[config.mk]
export PLATFORM = sky130hd
export DESIGN_NAME = debounce_pulse
export DESIGN_NICKNAME = d
export VERILOG_FILES = /design/src/rtl/debounce_pulse_pkg.sv /design/src/rtl/sync_2ff.sv /design/src/rtl/debounce_pulse.sv
export SDC_FILE = /design/constraint.sdc
export NUM_CORES = 1
export LEC_CHECK = 0
export ABC_AREA = 1
export CAP_MARGIN = 5
export CORE_ASPECT_RATIO = 0.9
export CORE_MARGIN = 10
export CORE_UTILIZATION = 45
export DETAILED_ROUTE_END_ITERATION = 8
export DONT_BUFFER_PORTS = 1
export GPL_TIMING_DRIVEN = 0
export PLACE_DENSITY = 0.7
export SKIP_LAST_GASP = 1
export SYNTH_ARGS = -nofsm -noshare
export SYNTH_HDL_FRONTEND = slang
export SYNTH_HIERARCHICAL = 1
export SYNTH_SLANG_ARGS = --single-unit
[constraint.sdc]
create_clock -name i_clk -period 1.8 [get_ports i_clk]
set_clock_uncertainty 0.15 [all_clocks]
set_input_delay 0.36 -clock i_clk [delete_from_list [all_inputs] [get_ports i_clk]]
set_output_delay 0.36 -clock i_clk [all_outputs]
set_load 0.01 [all_outputs]
[src/rtl/debounce_pulse_pkg.sv]
// rtl/debounce_pulse_pkg.sv - FSM encodings and elaboration helpers shared by the push-button conditioner.
package debounce_pulse_pkg;

    typedef enum logic [1:0] {
        ST_IDLE         = 2'd0,
        ST_PRESS_WAIT   = 2'd1,
        ST_HELD         = 2'd2,
        ST_RELEASE_WAIT = 2'd3
    } state_e;

    // Counter width that never collapses to zero bits for tiny parameter values.
    function automatic int clog2_min1(input int unsigned value);
        int r;
        r = $clog2(value);
        return (r < 1) ? 1 : r;
    endfunction

    function automatic int unsigned max_u(input int unsigned a, input int unsigned b);
        return (a > b) ? a : b;
    endfunction

endpackage

[src/rtl/sync_2ff.sv]
// rtl/sync_2ff.sv - 1-bit two-flop synchroniser with a configurable reset value.
module sync_2ff #(
    parameter logic RESET_VAL = 1'b0
) (
    input  logic i_clk,
    input  logic i_reset,
    input  logic i_d,
    output logic o_q
);

    logic meta_q;
    logic meta_d;
    logic sync_q;
    logic sync_d;

    always_comb begin
        meta_d = i_d;
        sync_d = meta_q;
    end

    always_ff @(posedge i_clk) begin
        if (i_reset) begin
            meta_q <= RESET_VAL;
            sync_q <= RESET_VAL;
        end else begin
            meta_q <= meta_d;
            sync_q <= sync_d;
        end
    end

    assign o_q = sync_q;

endmodule

[src/rtl/debounce_pulse.sv]
// rtl/debounce_pulse.sv - Push-button synchroniser, debouncer and press/release strobe generator.
// Auto-repeat of o_press while held is built only when DEBOUNCE_PULSE_REPEAT_EN is defined.
module debounce_pulse
    import debounce_pulse_pkg::*;
#(
    parameter int DEBOUNCE_CYCLES     = 250000,
    parameter int ACTIVE_LOW          = 0,
    parameter int REPEAT_DELAY_CYCLES = 12500000,
    parameter int REPEAT_RATE_CYCLES  = 2500000
) (
    input  logic i_clk,
    input  logic i_reset,
    input  logic i_btn,
    output logic o_level,
    output logic o_press,
    output logic o_release
);

    localparam int            CNT_W        = clog2_min1(DEBOUNCE_CYCLES);
    localparam logic [CNT_W-1:0] CNT_LAST  = CNT_W'(DEBOUNCE_CYCLES - 1);
    localparam logic          RELEASED_RAW = (ACTIVE_LOW != 0);

    logic             btn_sync;
    logic             btn_s;
    state_e           state_q;
    state_e           state_d;
    logic [CNT_W-1:0] cnt_q;
    logic [CNT_W-1:0] cnt_d;
    logic             level_q;
    logic             level_d;
    logic             press_q;
    logic             press_d;
    logic             release_q;
    logic             release_d;
    logic             accept_press;
    logic             accept_release;
    logic             rpt_fire;

    // Synchroniser resets to the raw "released" value so reset never looks like a press.
    sync_2ff #(
        .RESET_VAL (RELEASED_RAW)
    ) u_sync (
        .i_clk   (i_clk),
        .i_reset (i_reset),
        .i_d     (i_btn),
        .o_q     (btn_sync)
    );

    assign btn_s = btn_sync ^ RELEASED_RAW;

    assign accept_press   = (state_q == ST_PRESS_WAIT)   &&  btn_s && (cnt_q == CNT_LAST);
    assign accept_release = (state_q == ST_RELEASE_WAIT) && !btn_s && (cnt_q == CNT_LAST);

    always_ff @(posedge i_clk) begin
        if (i_reset) begin
            state_q   <= ST_IDLE;
            cnt_q     <= '0;
            level_q   <= 1'b0;
            press_q   <= 1'b0;
            release_q <= 1'b0;
        end else begin
            state_q   <= state_d;
            cnt_q     <= cnt_d;
            level_q   <= level_d;
            press_q   <= press_d;
            release_q <= release_d;
        end
    end

    // The stability counter restarts on every state entry, so it can never wrap.
    always_comb begin
        state_d = state_q;
        cnt_d   = cnt_q;
        unique case (state_q)
            ST_IDLE: begin
                if (btn_s) begin
                    state_d = ST_PRESS_WAIT;
                    cnt_d   = '0;
                end
            end
            ST_PRESS_WAIT: begin
                if (!btn_s) begin
                    state_d = ST_IDLE;
                    cnt_d   = '0;
                end else if (cnt_q == CNT_LAST) begin
                    state_d = ST_HELD;
                    cnt_d   = '0;
                end else begin
                    cnt_d = cnt_q + 1'b1;
                end
            end
            ST_HELD: begin
                if (!btn_s) begin
                    state_d = ST_RELEASE_WAIT;
                    cnt_d   = '0;
                end
            end
            ST_RELEASE_WAIT: begin
                if (btn_s) begin
                    state_d = ST_HELD;
                    cnt_d   = '0;
                end else if (cnt_q == CNT_LAST) begin
                    state_d = ST_IDLE;
                    cnt_d   = '0;
                end else begin
                    cnt_d = cnt_q + 1'b1;
                end
            end
            default: begin
                state_d = ST_IDLE;
                cnt_d   = '0;
            end
        endcase
    end

    always_comb begin
        level_d   = level_q;
        press_d   = accept_press | rpt_fire;
        release_d = accept_release;
        if (accept_press) begin
            level_d = 1'b1;
        end else if (accept_release) begin
            level_d = 1'b0;
        end
    end

`ifdef DEBOUNCE_PULSE_REPEAT_EN
    localparam int               RPT_W          = clog2_min1(max_u(REPEAT_DELAY_CYCLES, REPEAT_RATE_CYCLES));
    localparam logic [RPT_W-1:0] RPT_DELAY_LAST = RPT_W'(REPEAT_DELAY_CYCLES - 1);
    localparam logic [RPT_W-1:0] RPT_RATE_LAST  = RPT_W'(REPEAT_RATE_CYCLES - 1);

    logic [RPT_W-1:0] rpt_cnt_q;
    logic [RPT_W-1:0] rpt_cnt_d;
    logic             rpt_armed_q;
    logic             rpt_armed_d;

    always_ff @(posedge i_clk) begin
        if (i_reset) begin
            rpt_cnt_q   <= '0;
            rpt_armed_q <= 1'b0;
        end else begin
            rpt_cnt_q   <= rpt_cnt_d;
            rpt_armed_q <= rpt_armed_d;
        end
    end

    // rpt_armed_q selects the initial delay versus the steady repeat interval.
    always_comb begin
        rpt_cnt_d   = rpt_cnt_q;
        rpt_armed_d = rpt_armed_q;
        rpt_fire    = 1'b0;
        if (accept_press) begin
            rpt_cnt_d   = '0;
            rpt_armed_d = 1'b0;
        end else if (state_q == ST_HELD) begin
            if (rpt_cnt_q == (rpt_armed_q ? RPT_RATE_LAST : RPT_DELAY_LAST)) begin
                rpt_fire    = 1'b1;
                rpt_cnt_d   = '0;
                rpt_armed_d = 1'b1;
            end else begin
                rpt_cnt_d = rpt_cnt_q + 1'b1;
            end
        end
    end
`else
    assign rpt_fire = 1'b0;
`endif

    assign o_level   = level_q;
    assign o_press   = press_q;
    assign o_release = release_q;

endmodule
Word-level counts from Yosys, hierarchy flattened
Cells that the tools add are included.
Cells by class
  add/subtract/negate cells: 1
  equality and inequality tests: 8
  mux-type cells: 15
  reduce and logical (&&, ||, !) cells: 9
Operators with widths (count)
  18-bit two-way mux: 5
  18-bit case mux with 4 select lines: 1
  18-bit by 1-bit adder with 18-bit output (second input constant): 1
  18-bit == test (second input constant): 1
  2-bit two-way mux: 6
  2-bit case mux with 4 select lines: 1
  2-bit == test (second input constant): 2
  1-bit logical AND: 4
  4-bit AND reduction: 1
  3-bit by 1-bit inequality test with 1-bit output (second input constant): 1
  3-bit inequality test (second input constant): 1
  2-bit by 1-bit == test with 1-bit output (second input constant): 1
  2-bit zero test: 1
  1-bit two-way mux: 2
  2-bit by 1-bit inequality test with 1-bit output (second input constant): 1
  2-bit inequality test (second input constant): 1
  2-bit AND reduction: 1
  2-bit nonzero test: 1
  1-bit zero test: 1
Storage, ports and cells
  register bits: 25
  output and inout port bits: 3
  logic and storage cells: 40
  bits of input ports: 3

Longest topological paths before layout
Gate-level depths: netlist of run 1.
  depth in word-level cells: 5
  depth in mapped cells: 11
  depth with buffers taken out: 10

Hierarchy
Netlist of run 1, hierarchy kept.
Modules (own cells, without submodules)
  debounce_pulse: cells each 219, instances 1, area each 1397.6 um^2
  sync_2ff: cells each 6, instances 1, area each 55.1 um^2

Worst setup path before layout of run 1
OpenSTA, ideal clock, no wires.
  kind: reg2reg
  start point: reg cnt_q[1]
  end point: reg level_q, in the netlist o_level
  buffers on the path: 1
  period minus slack after synthesis: 1566 ps
  required time: 1536 ps
  path slack: 234 ps
  cell stages (with the launch flop): 12
  data arrival time: 1302 ps
  setup time: 114 ps
  cell sequence: dfxtp_1 > ha_1 > nand2_2 > nor2_2 > inv_1 > nor2_2 > nand2_2 > buf_6 > nor2_4 > inv_2 > nand3_2 > o21ai_2
On the way
  longest elaborated chain between the ends: 3
  elaborated cells on any way between the ends: 5
Ends and longest elaborated chain
  from (decl): RTL line debounce_pulse.sv:27  | logic [CNT_W-1:0] cnt_q;
  from (signal assigned): RTL line debounce_pulse.sv:63  | cnt_q <= cnt_d;
  18-bit == test *: RTL line debounce_pulse.sv:51, debounce_pulse.sv:52
  1-bit logical AND (on tied branches): RTL line debounce_pulse.sv:51, debounce_pulse.sv:52
  1-bit two-way mux or 2-bit nonzero test (tied branches)
  to (signal assigned): RTL line debounce_pulse.sv:64  | level_q <= level_d;
  to (decl): RTL line debounce_pulse.sv:29  | logic level_q;
Every way passes the cells marked *; elsewhere a longest branch is shown, timed or not.
A chain may end at the register's enable or synchronous reset.

Final worst setup path of run 1
Same ends and word-level chain as after synthesis.

==> results of run 1 <==
[registers in the layout, summed over array words and instances (netlist names), named ones only]
name,flops
u_sync/o_q,1
cnt_q,18
o_release,1
u_sync/meta_q,1
o_press,1
o_level,1
state_q,1
[final cells by class]
type,instances,area [µm²],area share (%)
timing repair buffer,2,20.0,1.29
buffer,3,22.5,1.45
tap,42,52.6,3.37
clock buffer,3,22.5,1.45
multi-input combinational,162,801,51.4
sequential,25,503,32.3
inverter,35,131,8.43
clock inverter,1,5.00,0.321
[power breakdown]
part / total (W) / internal (W) / switching [W]
clock: 0.000258 / 0.0000836 / 0.000175
combinational: 0.0000541 / 0.0000153 / 0.0000389
sequential: 0.000561 / 0.000558 / 0.00000338
total: 0.000873 / 0.000656 / 0.000217
[final timing paths]
path / endpoint / slack [ps] / cells after the start
worst max-delay path: o_level / 150 / 11
worst min-delay path: cnt_q[5] / 20 / 2
worst max register to register: o_level / 150 / 11
worst min register to register: u_sync/o_q / 260 / 2
[per-stage QoR]
stage                     cells  worst slack (ps)  util (%)
final                       273               153      50.8
after global routing        273              4.04      50.8
after CTS                   273              91.4      50.6
after detailed placement    267               127      49.1
after global placement      267               132      49.1
after floorplan             225               234         -
[worst register-to-register path: stages, from the launching register on]
cell,delay [ps]
dfxtp_2,380
ha_2,200
nand2_2,70
nor2_2,120
inv_1,60
nor2_2,110
nand2_2,80
buf_6,160
nor2_4,80
inv_2,50
nand3_2,50
o21ai_2,60
[per-layer routing]
metal,GRT usage (%),routed length (µm),vias up
met5,0,0,-
met1,15.7,1580,594
met2,18.3,1410,26
li1,-,-,716
met4,3.52,46,0
met3,3.54,165,6
[cell families (layout without fill, tap and decap cells)]
group | count (synthesis) | count (layout) | synth area share (%)
buf+inv | 38 | 44 | 10.6
compound gates | 24 | 24 | 9.82
flops | 25 | 25 | 34.5
simple gates | 134 | 134 | 42.5
fa+ha+maj | 1 | 1 | 0.861
xor+xnor | 3 | 3 | 1.81
[placed cells by master (no fill, tap or decap), types with 3 or more instances in the layout]
cell type,Yosys,layout
a21oi_1,15,15
nor2_2,6,6
o21ai_0,4,4
dfxtp_1,25,23
nand3_1,16,16
xor2_1,3,3
nand4_1,10,10
nand2_2,3,3
nor2_1,34,34
inv_1,32,32
clkbuf_4,0,3
nand2_1,57,57
[timing repair]
item | in CTS | in global routing
setup endpoints to repair | 0 | 14
endpoints found under the hold margin | 3 | 0
gates resized for setup | 0 | 3
hold buffers | 2 | 0
==> results.sh, run 1 <==
export IMPL_status="finished, final reports clean"
export IMPL_synth_most_common_cell="nand2_1"
export IMPL_rsz0062_at_grt="false"
export IMPL_routed_via_count=1342
export IMPL_critPathBufInv=3
export IMPL_critPathArrivalTime_ps=1740
export IMPL_io_buffer_count=0
export IMPL_root_buffer="clkbuf_4"
export IMPL_path_clk_slew_ps=140
export IMPL_fin_nets=236
export IMPL_maxSlewHeadroom_pct=62.7
export IMPL_yosys_top_cells_count="57 x nand2_1, 34 x nor2_1, 32 x inv_1"
export IMPL_report_final_slew_viol_count=0
export IMPL_first_pass_iters=4
export IMPL_final_setup_tns_ps=0
export IMPL_synth_top_area_share_pct=34.5
export IMPL_yosys_top_cells_area="dfxtp_1 34%, nand2_1 15%, nor2_1 8.8%"
export IMPL_finalSetupViolations=0
export IMPL_postPlaceCellArea_mm2=0.00151
export IMPL_timing_rr_start="cnt_q[1]"
export IMPL_cts_tree="done"
export IMPL_cp_start_kind="flip-flop"
export IMPL_async_flop_share_pct=0
export IMPL_gr_total_overflow=0
export IMPL_clockBufferDepth=2
export IMPL_finalCritPeriodShare_pct=91.5
export IMPL_grt_pass1_wl_um=5610
export IMPL_htree_levels=1
export IMPL_min_period_ps=1650
export IMPL_chipHeight_um=73.9
export IMPL_wl_per_cell_um=11.7
export IMPL_grt_max_degree=15
export IMPL_place_hpwl_um=2350
export IMPL_drcViolationCount=0
export IMPL_synth_edf_count=0
export IMPL_ir_worst_vdd_uv=379
export IMPL_cts_sinks=25
export IMPL_crit_required_ps=1890
export IMPL_rows=19
export IMPL_hold_start="i_reset"
export IMPL_ys_seq_elements=25
export IMPL_worst_path_max_fanout=10
export IMPL_numCtsBuffers=3
export IMPL_powerDensity_mw_per_mm2=561
export IMPL_start_util_pct=47.4
export IMPL_drive_above_1_share_pct=12.6
export IMPL_ys_seq_area_share_pct=34.5
export IMPL_cpPeakStageDelay_ps=380
export IMPL_io_pins=6
export IMPL_final_area_mm2=0.00156
export IMPL_hold_path_class="input port to flip-flop"
export IMPL_wl_um=3210
export IMPL_yosysWarnings=6
export IMPL_clkLatencyLatePin_ps=330
export IMPL_crit_type="flip-flop to flip-flop"
export IMPL_synth_avg_cell_area_um2=6.46
export IMPL_synth_top_cell_by_area="dfxtp_1"
export IMPL_ys_flop_type="dfxtp_1"
export IMPL_antenna_found_initial=0
export IMPL_tightestPinTransition_ps=559
export IMPL_ys_types=27
export IMPL_netlist_instances=225
export IMPL_cp_top_family="simple AND/OR/NAND/NOR gates"
export IMPL_p_leak_nw=0.575
export IMPL_die_area_mm2=0.00590
export IMPL_slowest_stage="dfxtp_2"
export IMPL_finalPower_w=0.000873
export IMPL_fmax_mhz=607
export IMPL_initialDrtViolationCount=109
export IMPL_antenna_diode_count=0
export IMPL_area_delta_synth_final_pct=7.23
export IMPL_fillerInstances=323
export IMPL_syn_num_nets=229
export IMPL_worstSetupEndpointType="flip-flop"
export IMPL_netlist_area_mm2=0.00145
export IMPL_globalplace_congestion=0.914
export IMPL_post_cts_buffers=0
export IMPL_path_cells="ha_2 -> nand2_2 -> nor2_2 -> inv_1 -> nor2_2 -> nand2_2 -> buf_6 -> nor2_4 -> inv_2 -> nand3_2 -> o21ai_2"
export IMPL_grt_pass1_vias=1214
export IMPL_maxCapViolCount=0
export IMPL_worstSetupStartpoint="cnt_q[1]"
export IMPL_avgViaCountPerCell=4.92
export IMPL_hold_viol=0
export IMPL_core_mm2=0.00307
export IMPL_hold_ws_ps=19.3
export IMPL_dieWidth_um=79.9
export IMPL_antenna_left=0
export IMPL_track_usage_pct=11.9
Power figures use the tool's default switching activity.
==> run 2: changes to the inputs <==
- CAP_MARGIN: 5 -> 10
- CTS_BUF_LIST: default -> sky130_fd_sc_hd__clkbuf_8
==> results.sh, run 2 (synthesis gave the netlist of run 1 again) <==
export IMPL_hold_path_class="input port to flip-flop"
export IMPL_htree_levels=1
export IMPL_avgViaCountPerCell=4.88
export IMPL_drcViolationCount=0
export IMPL_finalSetupViolations=0
export IMPL_globalplace_congestion=0.914
export IMPL_report_final_slew_viol_count=0
export IMPL_clockBufferDepth=2
export IMPL_ir_worst_vdd_uv=461
export IMPL_clkLatencyLatePin_ps=270
export IMPL_powerDensity_mw_per_mm2=605
export IMPL_area_delta_synth_final_pct=7.84
export IMPL_crit_type="flip-flop to flip-flop"
export IMPL_wl_um=3130
export IMPL_top_register="cnt_q"
export IMPL_rows=19
export IMPL_largest_reg_flops=18
export IMPL_r2r_slack_ps=170
export IMPL_worst_path_max_fanout=10
export IMPL_place_hpwl_um=2350
export IMPL_root_buffer="clkbuf_8"
export IMPL_critPathBufInv=3
export IMPL_path_clk_slew_ps=90
export IMPL_track_usage_pct=11.7
export IMPL_worstSetupEndpointType="flip-flop"
export IMPL_fin_nets=235
export IMPL_antenna_diode_count=0
export IMPL_dieWidth_um=79.9
export IMPL_worstSetupStartpoint="cnt_q[1]"
export IMPL_io_buffer_count=0
export IMPL_hold_start="i_btn"
export IMPL_chipHeight_um=73.9
export IMPL_die_area_mm2=0.00590
export IMPL_mostFrequentLayoutCell="nand2_1"
export IMPL_slowest_stage="dfxtp_2"
export IMPL_min_period_ps=1630
export IMPL_mostFrequentLayoutCells="57 x nand2_1, 34 x nor2_1, 32 x inv_1"
export IMPL_final_setup_tns_ps=0
export IMPL_grt_pass1_vias=1203
export IMPL_cp_start_kind="flip-flop"
export IMPL_cpPeakStageDelay_ps=360
export IMPL_numCtsBuffers=3
export IMPL_critPathArrivalTime_ps=1650
export IMPL_antenna_found_initial=0
export IMPL_status="finished, final reports clean"
export IMPL_maxCapViolCount=0
export IMPL_final_area_mm2=0.00157
export IMPL_grt_pass1_wl_um=5550
export IMPL_crit_required_ps=1820
export IMPL_hold_viol=0
export IMPL_finalCritPeriodShare_pct=90.6
export IMPL_timing_rr_start="cnt_q[1]"
export IMPL_core_mm2=0.00307
export IMPL_grt_max_degree=15
export IMPL_initialDrtViolationCount=140
export IMPL_p_leak_nw=0.578
export IMPL_cp_top_family="simple AND/OR/NAND/NOR gates"
export IMPL_fmax_mhz=613
export IMPL_tightestPinTransition_ps=569
export IMPL_rsz0062_at_grt="false"
export IMPL_path_cells="ha_2 -> nand2_2 -> nor2_2 -> inv_1 -> nor2_2 -> nand2_2 -> buf_6 -> nor2_4 -> inv_2 -> nand3_2 -> o21ai_2"
export IMPL_wl_per_cell_um=11.5
export IMPL_maxSlewHeadroom_pct=62.1
export IMPL_drive_above_1_share_pct=12.6
export IMPL_routed_via_count=1328
export IMPL_first_pass_iters=4
export IMPL_fillerInstances=317
export IMPL_postPlaceCellArea_mm2=0.00151
export IMPL_cts_sinks=25
export IMPL_gr_total_overflow=0
export IMPL_antenna_left=0
export IMPL_start_util_pct=47.4
export IMPL_io_pins=6
export IMPL_cts_tree="done"
==> run 2: cell count changes in the layout (fill, tap and decap cells not counted) <==
cell | previous run | this run
clkbuf_4 | 3 | 0
dlygate4sd3_1 | 2 | 1
clkbuf_8 | 0 | 3
==> run 2: stage by stage <==
step	worst slack (ps)	utilization, %	hold slack [ps]	std cells	power (W)
final	169	51.1	37.6	272	0.000948
after global routing	14.6	51.1	39.6	272	0.000984
after CTS	103	50.9	29.2	272	0.000961
after detailed placement	127	49.1	243	267	0.000623
after global placement	132	49.1	241	267	0.000624
after floorplan	234	-	238	225	0.000608
==> run 2: report_power, final <==
part	total (W)	internal, W	switching, W	leakage [nW]
registers	0.000560	0.000557	0.00000335	0.203
logic	0.0000525	0.0000138	0.0000387	0.350
clock network	0.000335	0.000155	0.000180	0.0255
==> run 2: worst paths after layout <==
path | cells past startpoint | to
setup reg to reg | 11 | o_level
setup / recovery | 11 | o_level
hold / removal | 2 | u_sync/meta_q
hold reg to reg | 2 | u_sync/o_q
==> run 2: layout make-up <==
class                      instances  area [µm²]  share of cell area (%)
multi-input combinational        162         801                    51.1
clock buffer                       3        41.3                    2.64
tap                               42        52.6                    3.35
clock inverter                     1        5.00                   0.319
buffer                             3        22.5                    1.44
inverter                          35         131                    8.39
sequential                        25         503                    32.1
timing repair buffer               1        10.0                   0.639
==> run 2: per-layer routing <==
metal  share of wire (%)  routed length [µm]  vias up  GRT usage [%]
li1                    -                   -      718              -
met1                  50                1570      580           15.7
met2                  44                1390       26           18.2
met3                 4.5                 142        4           3.05
met4                 1.1                  33        0           3.13
met5                   0                   0        -              0
==> run 2: repair_timing <==
| item | in CTS | in global routing |
|---|---|---|
| endpoints found under the hold margin | 3 | 0 |
| setup buffers | 0 | 0 |
| hold buffers | 1 | 0 |
| gates resized for setup | 0 | 3 |
| setup endpoints to repair | 0 | 14 |
